--- config.mk ---
export PLATFORM = sky130hd
export DESIGN_NAME = ahb_lcd_fifo_ctrl
export DESIGN_NICKNAME = d
export VERILOG_FILES = /design/src/rtl/lcd_pkg.sv /design/src/rtl/lcd_cmd_fifo.sv /design/src/rtl/ahb_lcd_fifo_ctrl.sv
export SDC_FILE = /design/constraint.sdc
export NUM_CORES = 1
export LEC_CHECK = 0
export CAP_MARGIN = 40
export CORE_MARGIN = 1.5
export CORE_UTILIZATION = 40
export CTS_CLUSTER_DIAMETER = 50
export DETAILED_ROUTE_END_ITERATION = 8
export PLACE_DENSITY = 0.66
export SYNTH_ARGS = -nofsm -noshare
export SYNTH_HDL_FRONTEND = slang
export SYNTH_SLANG_ARGS = --single-unit
--- constraint.sdc ---
create_clock -name HCLK -period 10 [get_ports HCLK]
set_input_delay 2 -clock HCLK [delete_from_list [all_inputs] [get_ports HCLK]]
set_output_delay 2 -clock HCLK [all_outputs]
set_load 0.02 [all_outputs]
--- src/rtl/lcd_pkg.sv ---
// ----------------------------------------------------------------------------
// lcd_pkg
// Shared definitions for the AHB character-LCD controller:
//   - register offsets (HADDR[3:2] encoding)
//   - engine state codes
//   - STATUS register bit positions
//   - HD44780 clear/home opcodes, which need the long settle time
//   - the queued entry layout {isData, data}
// ----------------------------------------------------------------------------
package lcd_pkg;

  // Register offsets as seen on HADDR[3:2]
  localparam logic [1:0] REG_CMD    = 2'd0;
  localparam logic [1:0] REG_DATA   = 2'd1;
  localparam logic [1:0] REG_STATUS = 2'd2;
  localparam logic [1:0] REG_TIMING = 2'd3;

  // Engine state codes
  localparam logic [3:0] ST_IDLE   = 4'd0;
  localparam logic [3:0] ST_SETUP  = 4'd1;
  localparam logic [3:0] ST_LOAD_H = 4'd2;
  localparam logic [3:0] ST_EH_H   = 4'd3;
  localparam logic [3:0] ST_EL_H   = 4'd4;
  localparam logic [3:0] ST_LOAD_L = 4'd5;
  localparam logic [3:0] ST_EH_L   = 4'd6;
  localparam logic [3:0] ST_EL_L   = 4'd7;
  localparam logic [3:0] ST_WAIT   = 4'd8;

  // STATUS register layout
  localparam int STAT_BUSY      = 0;
  localparam int STAT_EMPTY     = 1;
  localparam int STAT_FULL      = 2;
  localparam int STAT_COUNT_LSB = 16;

  // Commands that make the LCD controller busy for milliseconds
  localparam logic [7:0] OP_CLEAR = 8'h01;
  localparam logic [7:0] OP_HOME  = 8'h02;

  // One queued LCD transaction
  typedef struct packed {
    logic       isData;
    logic [7:0] data;
  } lcdEntry_t;

  localparam int ENTRY_W = $bits(lcdEntry_t);

  // True when the entry is a clear/home command and needs the long settle
  function automatic logic isLongOp(input lcdEntry_t entry);
    return !entry.isData && ((entry.data == OP_CLEAR) || (entry.data == OP_HOME));
  endfunction

endpackage

--- src/rtl/lcd_cmd_fifo.sv ---
// ----------------------------------------------------------------------------
// lcd_cmd_fifo
// Synchronous FIFO holding queued LCD entries. Head of queue is presented
// combinationally on rdata_o. Push while full and pop while empty are
// ignored; push and pop in the same cycle leave the count unchanged.
// Ports:
//   clk_i, rst_ni      clock, asynchronous active-low reset (flushes FIFO)
//   push_i, wdata_i    write request and entry
//   pop_i              remove head entry
//   rdata_o            head entry
//   full_o, empty_o    occupancy flags
//   count_o            number of stored entries (0..DEPTH)
// ----------------------------------------------------------------------------
module lcd_cmd_fifo #(
  parameter int DEPTH = 8,
  parameter int WIDTH = 9
) (
  input  logic                     clk_i,
  input  logic                     rst_ni,
  input  logic                     push_i,
  input  logic [WIDTH-1:0]         wdata_i,
  input  logic                     pop_i,
  output logic [WIDTH-1:0]         rdata_o,
  output logic                     full_o,
  output logic                     empty_o,
  output logic [$clog2(DEPTH):0]   count_o
);

  localparam int AW = $clog2(DEPTH);

  logic [WIDTH-1:0] mem [DEPTH];
  logic [AW-1:0]    wrPtr_q, wrPtr_d;
  logic [AW-1:0]    rdPtr_q, rdPtr_d;
  logic [AW:0]      count_q, count_d;
  logic             doPush, doPop;

  assign full_o  = (count_q == (AW+1)'(DEPTH));
  assign empty_o = (count_q == '0);
  assign count_o = count_q;
  assign rdata_o = mem[rdPtr_q];

  assign doPush = push_i && !full_o;
  assign doPop  = pop_i && !empty_o;

  // Pointers wrap naturally because DEPTH is a power of two
  always_comb begin
    wrPtr_d = wrPtr_q;
    rdPtr_d = rdPtr_q;
    count_d = count_q;
    if (doPush) begin
      wrPtr_d = wrPtr_q + 1'b1;
    end
    if (doPop) begin
      rdPtr_d = rdPtr_q + 1'b1;
    end
    case ({doPush, doPop})
      2'b10:   count_d = count_q + 1'b1;
      2'b01:   count_d = count_q - 1'b1;
      default: count_d = count_q;
    endcase
  end

  always_ff @(posedge clk_i or negedge rst_ni) begin
    if (!rst_ni) begin
      wrPtr_q <= '0;
      rdPtr_q <= '0;
      count_q <= '0;
    end else begin
      wrPtr_q <= wrPtr_d;
      rdPtr_q <= rdPtr_d;
      count_q <= count_d;
    end
  end

  // Storage needs no reset; the pointers define what is valid
  always_ff @(posedge clk_i) begin
    if (doPush) begin
      mem[wrPtr_q] <= wdata_i;
    end
  end

endmodule

--- src/rtl/ahb_lcd_fifo_ctrl.sv ---
// ----------------------------------------------------------------------------
// ahb_lcd_fifo_ctrl
// AHB-Lite slave driving an HD44780-class character LCD. CMD/DATA writes are
// queued; a timed engine replays each entry as 4-bit (two nibbles, high first)
// or 8-bit bus cycles followed by a settle delay (long after clear/home).
// Ports:
//   HCLK, HRESETn             clock, asynchronous active-low reset
//   HSEL, HADDR, HTRANS,      AHB-Lite address phase (only HADDR[3:2] used)
//   HWRITE, HREADY
//   HWDATA                    write data (data phase)
//   HREADYOUT                 low while a CMD/DATA write waits on a full FIFO
//   HRDATA                    read data (STATUS, TIMING; others read 0)
//   LCD_RS, LCD_RW, LCD_E     LCD control lines (RW tied low)
//   LCD_DB                    LCD data bus, DB_W bits
// Registers: 0x00 CMD (W), 0x04 DATA (W), 0x08 STATUS (R),
//            0x0C TIMING (R/W, HCLK cycles per engine step, 0 stored as 1)
// ----------------------------------------------------------------------------
module ahb_lcd_fifo_ctrl
  import lcd_pkg::*;
#(
  parameter int FIFO_DEPTH   = 8,
  parameter int DB_W         = 4,
  parameter int STEP_DEFAULT = 50,
  parameter int SHORT_WAIT   = 2000,
  parameter int LONG_WAIT    = 80000,
  parameter int CNT_W        = 20
) (
  input  logic            HCLK,
  input  logic            HRESETn,
  input  logic            HSEL,
  input  logic [31:0]     HADDR,
  input  logic [1:0]      HTRANS,
  input  logic            HWRITE,
  input  logic [31:0]     HWDATA,
  input  logic            HREADY,
  output logic            HREADYOUT,
  output logic [31:0]     HRDATA,
  output logic            LCD_RS,
  output logic            LCD_RW,
  output logic            LCD_E,
  output logic [DB_W-1:0] LCD_DB
);

  localparam int CW = $clog2(FIFO_DEPTH) + 1;

  // AHB data-phase context
  logic       dpValid_q;
  logic       dpWrite_q;
  logic [1:0] dpAddr_q;

  // Register state
  logic [15:0] timing_q;

  // FIFO interface
  logic               fifoPush, fifoPop;
  logic               fifoFull, fifoEmpty;
  logic [CW-1:0]      fifoCount;
  logic [ENTRY_W-1:0] fifoRdata;
  lcdEntry_t          pushEntry, headEntry;

  // Engine state
  logic [3:0]       state_q, state_d;
  logic [CNT_W-1:0] cnt_q, cnt_d;
  logic [15:0]      stepLen_q, stepLen_d;
  lcdEntry_t        entry_q, entry_d;
  logic             rs_q, rs_d;
  logic             e_q, e_d;
  logic [DB_W-1:0]  db_q, db_d;

  logic             dpFifoWr, dpTimingWr, busy;
  logic [CNT_W-1:0] stepLast, waitLast;
  logic [DB_W-1:0]  dbHigh, dbLow;
  logic [31:0]      statusWord;
  logic             unusedBits;

  assign unusedBits = ^{HADDR[31:4], HADDR[1:0], HWDATA[31:16], HTRANS[0]};

  // Capture the address phase; while the bus is stalled the pending data
  // phase is held so the write completes once a FIFO slot frees up.
  always_ff @(posedge HCLK or negedge HRESETn) begin
    if (!HRESETn) begin
      dpValid_q <= 1'b0;
      dpWrite_q <= 1'b0;
      dpAddr_q  <= 2'd0;
    end else if (HREADY) begin
      dpValid_q <= HSEL && HTRANS[1];
      dpWrite_q <= HWRITE;
      dpAddr_q  <= HADDR[3:2];
    end
  end

  assign dpFifoWr   = dpValid_q && dpWrite_q &&
                      ((dpAddr_q == REG_CMD) || (dpAddr_q == REG_DATA));
  assign dpTimingWr = dpValid_q && dpWrite_q && (dpAddr_q == REG_TIMING);

  // Only a queue write that finds the FIFO full stalls the bus
  assign HREADYOUT = !(dpFifoWr && fifoFull);
  assign fifoPush  = dpFifoWr && !fifoFull;

  assign pushEntry.isData = (dpAddr_q == REG_DATA);
  assign pushEntry.data   = HWDATA[7:0];

  // A zero step length would never expire, so it is promoted to one
  always_ff @(posedge HCLK or negedge HRESETn) begin
    if (!HRESETn) begin
      timing_q <= 16'(STEP_DEFAULT);
    end else if (dpTimingWr) begin
      timing_q <= (HWDATA[15:0] == 16'd0) ? 16'd1 : HWDATA[15:0];
    end
  end

  assign busy = (state_q != ST_IDLE) || !fifoEmpty;

  always_comb begin
    statusWord = '0;
    statusWord[STAT_COUNT_LSB +: 16] = {{(16-CW){1'b0}}, fifoCount};
    statusWord[STAT_FULL]  = fifoFull;
    statusWord[STAT_EMPTY] = fifoEmpty;
    statusWord[STAT_BUSY]  = busy;
  end

  // Read data is driven only during a read data phase
  always_comb begin
    HRDATA = '0;
    if (dpValid_q && !dpWrite_q) begin
      case (dpAddr_q)
        REG_STATUS: HRDATA = statusWord;
        REG_TIMING: HRDATA = {16'd0, timing_q};
        default:    HRDATA = '0;
      endcase
    end
  end

  lcd_cmd_fifo #(
    .DEPTH (FIFO_DEPTH),
    .WIDTH (ENTRY_W)
  ) u_fifo (
    .clk_i   (HCLK),
    .rst_ni  (HRESETn),
    .push_i  (fifoPush),
    .wdata_i (pushEntry),
    .pop_i   (fifoPop),
    .rdata_o (fifoRdata),
    .full_o  (fifoFull),
    .empty_o (fifoEmpty),
    .count_o (fifoCount)
  );

  assign headEntry = lcdEntry_t'(fifoRdata);

  // In 8-bit mode the whole byte goes out in the "high" transfer
  assign dbHigh = (DB_W == 8) ? DB_W'(entry_q.data) : DB_W'(entry_q.data[7:4]);
  assign dbLow  = DB_W'(entry_q.data[3:0]);

  assign stepLast = CNT_W'(stepLen_q) - 1'b1;
  assign waitLast = isLongOp(entry_q) ? CNT_W'(LONG_WAIT - 1) : CNT_W'(SHORT_WAIT - 1);

  // Engine: outputs change as a state is entered, so E is high exactly for
  // the EH_* states. The step length is resampled from TIMING at every
  // step boundary, so a TIMING write never cuts a running step short.
  always_comb begin
    state_d   = state_q;
    cnt_d     = cnt_q;
    stepLen_d = stepLen_q;
    entry_d   = entry_q;
    rs_d      = rs_q;
    e_d       = e_q;
    db_d      = db_q;
    fifoPop   = 1'b0;
    case (state_q)
      ST_IDLE: begin
        cnt_d = '0;
        if (!fifoEmpty) begin
          fifoPop   = 1'b1;
          entry_d   = headEntry;
          rs_d      = headEntry.isData;
          stepLen_d = timing_q;
          state_d   = ST_SETUP;
        end
      end
      ST_WAIT: begin
        if (cnt_q >= waitLast) begin
          cnt_d   = '0;
          state_d = ST_IDLE;
        end else begin
          cnt_d = cnt_q + 1'b1;
        end
      end
      ST_SETUP, ST_LOAD_H, ST_EH_H, ST_EL_H, ST_LOAD_L, ST_EH_L, ST_EL_L: begin
        if (cnt_q >= stepLast) begin
          cnt_d     = '0;
          stepLen_d = timing_q;
          case (state_q)
            ST_SETUP: begin
              db_d    = dbHigh;
              state_d = ST_LOAD_H;
            end
            ST_LOAD_H: begin
              e_d     = 1'b1;
              state_d = ST_EH_H;
            end
            ST_EH_H: begin
              e_d     = 1'b0;
              state_d = ST_EL_H;
            end
            ST_EL_H: begin
              if (DB_W == 4) begin
                db_d    = dbLow;
                state_d = ST_LOAD_L;
              end else begin
                state_d = ST_WAIT;
              end
            end
            ST_LOAD_L: begin
              e_d     = 1'b1;
              state_d = ST_EH_L;
            end
            ST_EH_L: begin
              e_d     = 1'b0;
              state_d = ST_EL_L;
            end
            default: begin
              state_d = ST_WAIT;
            end
          endcase
        end else begin
          cnt_d = cnt_q + 1'b1;
        end
      end
      default: begin
        cnt_d   = '0;
        e_d     = 1'b0;
        state_d = ST_IDLE;
      end
    endcase
  end

  always_ff @(posedge HCLK or negedge HRESETn) begin
    if (!HRESETn) begin
      state_q   <= ST_IDLE;
      cnt_q     <= '0;
      stepLen_q <= 16'd1;
      entry_q   <= '0;
      rs_q      <= 1'b0;
      e_q       <= 1'b0;
      db_q      <= '0;
    end else begin
      state_q   <= state_d;
      cnt_q     <= cnt_d;
      stepLen_q <= stepLen_d;
      entry_q   <= entry_d;
      rs_q      <= rs_d;
      e_q       <= e_d;
      db_q      <= db_d;
    end
  end

  assign LCD_RS = rs_q;
  assign LCD_RW = 1'b0;
  assign LCD_E  = e_q;
  assign LCD_DB = db_q;

endmodule

Word level (Yosys, flattened, before mapping)
Memory sizes are Yosys's and may differ from the RTL's. A register that Yosys moved wholly into a read port is not among the register bits.
Index checks and enable logic that the tools add are counted.
{"block": "totals", "output_inout_bits": 40, "reg_bits": 75, "memories": 1, "wordCells": 103, "mem_bits_rw": 72, "input_bits": 71, "latch_bits": 0, "romBits": 0}
{"block": "op_classes", "mux": 24, "n_addsub": 6, "n_mul": 0, "reduce_logical": 36, "eq_ne": 20, "n_div": 0, "n_shift": 0, "magnitude_cmp": 2, "bitwise": 2}
{"memory": "u_fifo.mem", "words": 8, "width": 9, "read_ports": 1, "rd_ports_with_merged_regs": 1, "wr": 1, "line": "lcd_cmd_fifo.sv:31", "text": "logic [WIDTH-1:0] mem [DEPTH];"}
{"cell": "20-bit one-hot mux with 2 select lines", "n": 2}
{"cell": "20-bit two-way mux", "n": 3}
{"cell": "16-bit two-way mux", "n": 3}
{"cell": "16-bit one-hot mux with 2 select lines", "n": 1}
{"cell": "4-bit one-hot mux with 6 select lines", "n": 1}
{"cell": "20-bit by 1-bit adder with 20-bit output (second input constant)", "n": 1}
{"cell": "20-bit by 17-bit >= comparator with 1-bit output", "n": 1}
{"cell": "20-bit >= comparator", "n": 1}
{"cell": "17-bit two-way mux", "n": 1}
{"cell": "16-bit by 1-bit subtractor with 17-bit output (second input constant)", "n": 1}
{"cell": "4-bit by 3-bit == test with 1-bit output (second input constant)", "n": 4}
{"cell": "16-bit logical NOT", "n": 1}
{"cell": "4-bit one-hot mux with 2 select lines", "n": 2}
{"cell": "4-bit two-way mux", "n": 3}
{"cell": "4-bit one-hot mux with 3 select lines", "n": 1}
{"cell": "3-bit AND reduction", "n": 4}
{"cell": "1-bit logical AND", "n": 10}
{"cell": "4-bit by 2-bit == test with 1-bit output (second input constant)", "n": 2}
{"cell": "4-bit == test (second input constant)", "n": 2}
{"cell": "8-bit by 1-bit == test with 1-bit output (second input constant)", "n": 1}
{"cell": "8-bit by 2-bit == test with 1-bit output (second input constant)", "n": 1}
{"cell": "4-bit logical NOT", "n": 2}
{"cell": "7-bit OR reduction", "n": 1}
{"cell": "3-bit by 1-bit adder with 3-bit output (second input constant)", "n": 2}
{"cell": "17 further kinds", "n": 39}

Longest topological paths before layout
{"block": "depth", "word_depth": 7, "depth_mapped": 14, "depth_no_buf": 13}

By module
From an unflattened synthesis, not the netlist that was laid out.
{"block": "hier_totals", "cells_unflattened": 590, "hier_area_um2": 7837.5}
{"mod": "ahb_lcd_fifo_ctrl", "instances": 1, "area_each_um2": 4398.0, "cells_per_inst": 419, "seq_area_each_um2": 1856.8}
{"mod": "lcd_cmd_fifo", "instances": 1, "area_each_um2": 3439.5, "cells_per_inst": 171, "seq_area_each_um2": 2412.3}

Worst setup path before layout
OpenSTA, ideal clock, no wires.
{"block": "synth_path", "kind": "register to register", "startpoint": "register stepLen_q[8]", "endpoint": "register db_q[0], in the netlist LCD_DB[0]", "setup_ns": 0.125, "path_buffers": 1, "slack_ns": 6.241, "path_stages_with_launch": 12, "required_time_ns": 9.875, "t_arrival_ns": 3.634, "synth_period_minus_slack_ns": 3.759, "cell_sequence": "dfrtp_1 or4_1 or3_1 or3_1 ha_1 nand4_1 nor3_2 nand4_1 o2111a_1 or4_1 buf_2 mux2_4"}
{"block": "synth_between", "elab_chain_cells": 3}
{"item": "start, declared", "line": "ahb_lcd_fifo_ctrl.sv:64", "text": "logic [15:0] stepLen_q, stepLen_d;"}
{"item": "start signal, assigned", "line": "ahb_lcd_fifo_ctrl.sv:250", "text": "stepLen_q <= stepLen_d;"}
{"item": "16-bit by 1-bit subtractor with 17-bit output", "line": "ahb_lcd_fifo_ctrl.sv:155", "text": "assign stepLast = CNT_W'(stepLen_q) - 1'b1;"}
{"item": "20-bit >= comparator", "line": "ahb_lcd_fifo_ctrl.sv:190", "text": "if (cnt_q >= stepLast) begin"}
{"item": "3-bit AND reduction (no line)"}
{"item": "end signal, assigned", "line": "ahb_lcd_fifo_ctrl.sv:246", "text": "db_q <= '0;"}
{"item": "end signal, assigned", "line": "ahb_lcd_fifo_ctrl.sv:254", "text": "db_q <= db_d;"}
{"item": "end, declared", "line": "ahb_lcd_fifo_ctrl.sv:68", "text": "logic [DB_W-1:0] db_q, db_d;"}
Every way passes these cells.
A chain may end at the register's enable or synchronous reset.

Worst setup path after layout
{"block": "layout_path", "startpoint": "register dpWrite_q", "endpoint": "output port HRDATA[5]"}
{"block": "layout_between", "elab_chain_cells": 3}
{"item": "start, declared", "line": "ahb_lcd_fifo_ctrl.sv:48", "text": "logic dpWrite_q;"}
{"item": "start signal, assigned", "line": "ahb_lcd_fifo_ctrl.sv:83", "text": "dpWrite_q <= 1'b0;"}
{"item": "start signal, assigned", "line": "ahb_lcd_fifo_ctrl.sv:87", "text": "dpWrite_q <= HWRITE;"}
{"item": "1-bit logical NOT", "line": "ahb_lcd_fifo_ctrl.sv:125", "text": "if (dpValid_q && !dpWrite_q) begin"}
{"item": "1-bit logical AND", "line": "ahb_lcd_fifo_ctrl.sv:125"}
{"item": "20-bit two-way mux", "line": "ahb_lcd_fifo_ctrl.sv:125"}
{"item": "end, declared", "line": "ahb_lcd_fifo_ctrl.sv:37", "text": "output logic [31:0] HRDATA,"}
Every way passes these cells.

==> summary.txt <==
Cells and area
  • Share of cells above drive strength 1: 18.0%
  • Nets@finish: 757
  • Final core utilization: 48.2%
  • Diode count: 0
  • Most frequent cells in the layout: 80 x dfrtp_1, 72 x edfxtp_1, 49 x clkdlybuf4s50_1
  • Filler cells: 1610
  • Commonest non-fill, non-tap cell in the layout: dfrtp_1
  • Layout area overhead: 18.1%

Global route
  • Total grt overflow: 0
  • Largest net degree at the start of global routing: 61
  • Vias in the first global route: 4939
  • First-pass GRT wire length: 26200 um
  • Initial antenna violation count: 0
  • Tot GR Track Use: 17.1%

Clock tree
  • Inserted Clock Buffers: 17
  • Clk pin slew, worst setup/hold paths: 0.07 ns
  • Clock sink count: 156
  • # Post-CTS Setup Buffers: 0
  • CTS tree: yes
  • CTS H-tree lvls: 4
  • Clock tree buffer depth: 2
  • Worst-Skew Late Latency: 0.43 ns
  • CTS Hold Bufs: 0
  • Root Driver: clkbuf_16
  • # resized after CTS: 0

Power and ir drop
  • VDD IR max: 0.131 mV
  • Post-layout power: 0.00218 W
  • Cell Pwr Density: 242 nW/um2
  • P_leak: 3.59 nW

Synthesis
  • Synth Cell Area: 7630 um2
  • Synth Register Bits: 156
  • Top post-synthesis cells by area: edfxtp_1 28%, dfrtp_1 26%, ha_1 6.1%
  • Post-synth top flop: dfrtp_1
  • Number of unique standard cell types used by synthesis: 57
  • Async set or reset register ratio after synthesis: 53.8%
  • Post-Syn Instances: 586
  • Post-synth top area share: 28.3%
  • Post-synth EDFFs: 72
  • Synth warn: 0
  • Cell taking the most area after synthesis: edfxtp_1
  • Syn Area/Cell: 13.0 um2
  • Register area share after synthesis: 55.9%

Detailed routing
  • WL final: 16100 um
  • Vias per inst: 5.40
  • Initial DRC count: 258
  • DR WL/cell: 17.9 um
  • Final ANT Viol Nets: 0
  • Pre-antenna DRT Iters: 5
  • Residual DRC: 0
  • Vias: 4834

Flow run
  • Max Cap Viol: 0

Worst setup path
  • CP Capture Type: output pin
  • CP arrival: 2.74 ns
  • Critical Path RT: 8.00 ns
  • Reg-to-Reg End: LCD_DB[3]
  • R2r setup slk: 5.79 ns
  • R2R depth: 11
  • Reg2Reg Launch Point: stepLen_q[4]
  • Type of the worst setup path: reg2out
  • Crit Path Max Fanout: 8
  • Setup crit start kind: flop

Timing
  • Setup TNS: 0 ns
  • Max-slew violation count: 0
  • Fin crit period: 4.74 ns
  • Relative slew slack: 38.3%
  • Final setup skew: 0.00766 ns
  • Actual transition at the worst max-transition pin: 0.917 ns
  • Final Hold Viols: 0
  • Hold_ws: 0.499 ns
  • RSZ-0062 raised after global routing: no
  • Final period utilization: 47.4%
  • Final setup fails: 0
  • Highest Clock Rate: 0.211 GHz

Worst hold path
  • HP Class: reg2reg
  • Min-delay src: dbLow[2]
  • Hold endpoint: dbLow[2]
  • Worst hold path depth: 2

Placed design
  • Final Wtd Congestion: 0.807
  • Number of port buffers: 50
  • Dpl hpwl: 11500 um

Die
  • Full die area: 19900 um2
  • Top-level I/O count: 111
  • Die Ht: 141 um
  • Die Span X: 141 um
  • Site Rows: 50
  • Core area: 18700 um2
  • Initial Util: 40.8%

Outcome
  • Status: finished clean
-- flip-flops by register name (all words and copies together), names as in the netlist, 3 cells and up --
name,cells
LCD_DB,4
cnt_q,20
dbHigh,4
dbLow,4
state_q,4
stepLen_q,16
timing_q,16
u_fifo.count_o,4
u_fifo.mem,72
u_fifo.rdPtr_q,3
u_fifo.wrPtr_q,3
-- metrics by stage --
step                std cells  instance area [um2]  setup WS (ns)
finish                    895                 9010           5.26
global route              895                 9010           5.10
CTS                       895                 9010           5.22
detailed placement        863                 8440           5.70
global placement          855                 8330           5.58
floorplan                 598                 7680           6.24
-- critical path: stages, from the launching register on --
cell,delay (ns)
dfrtp_1,0.41
nand3b_1,0.29
nor2_1,0.54
buf_4,0.27
and2_1,0.19
clkdlybuf4s50_1,0.62
-- area by class of cell --
| class | instances | area [um2] | area share, % |
|---|---|---|---|
| multi-input cells | 396 | 3180 | 35.3 |
| inverters | 13 | 48.8 | 0.541 |
| flip-flops and latches | 156 | 4270 | 47.4 |
| clock inverters | 15 | 149 | 1.65 |
| repair buffers | 64 | 647 | 7.18 |
| clock buffers | 17 | 425 | 4.72 |
| well taps | 234 | 293 | 3.25 |
-- power breakdown --
part	internal [W]	total, W	switching (W)
combinational	0.000317	0.000628	0.000310
clock	0.000333	0.000621	0.000289
sequential	0.000796	0.000932	0.000136
total	0.00145	0.00218	0.000735
-- per-layer routing --
metal	track usage (%)	vias to the layer above	share of wire (%)
met5	0	-	0
met4	5.81	0	1.6
met3	3.26	18	4.9
met2	26.7	135	47
met1	24.0	2412	47
li1	-	2269	-
-- kinds of logic after synthesis --
family | share of synthesized area (%)
flops | 55.9
simple gates | 10.6
compound gates | 6.23
other cells | 0.0491
mux | 12.9
xor+xnor | 4.82
fa+ha+maj | 6.33
buf+inv | 3.13
-- worst max path at each step --
stage / endpoint / depth (start not counted) / from / slack (ns)
after CTS: HRDATA[5] / 5 / dpWrite_q / 5.22
after global routing: HRDATA[5] / 5 / dpWrite_q / 5.10
after floorplan: LCD_DB[0] / 11 / stepLen_q[8] / 6.24
after detailed placement: HRDATA[5] / 5 / dpWrite_q / 5.70
after global placement: HRDATA[5] / 4 / dpWrite_q / 5.58
final: HRDATA[5] / 5 / dpWrite_q / 5.26
-- synth_stat cells (2+ instances only) --
library cell	number
dfrtp_1	80
edfxtp_1	72
nand2_1	43
ha_1	37
mux2_2	36
a21oi_1	32
xnor2_1	25
nor2_1	23
o21ai_0	20
mux4_2	18
and2_1	17
xor2_1	17
nor3_1	15
buf_4	14
nand3_1	13
inv_1	12
clkbuf_1	11
mux2i_1	10
nor4_1	9
nand4_1	8
nand2b_1	6
or3_1	6
a21o_1	5
buf_2	5
dfstp_2	4
mux2_4	4
and3_1	3
o21a_1	3
or4_1	3
a2111o_1	2
a21boi_0	2
a31oi_1	2
and4_1	2
buf_1	2
nand3b_1	2
or2_2	2
Note: power is estimated with default switching activity, not from simulation.
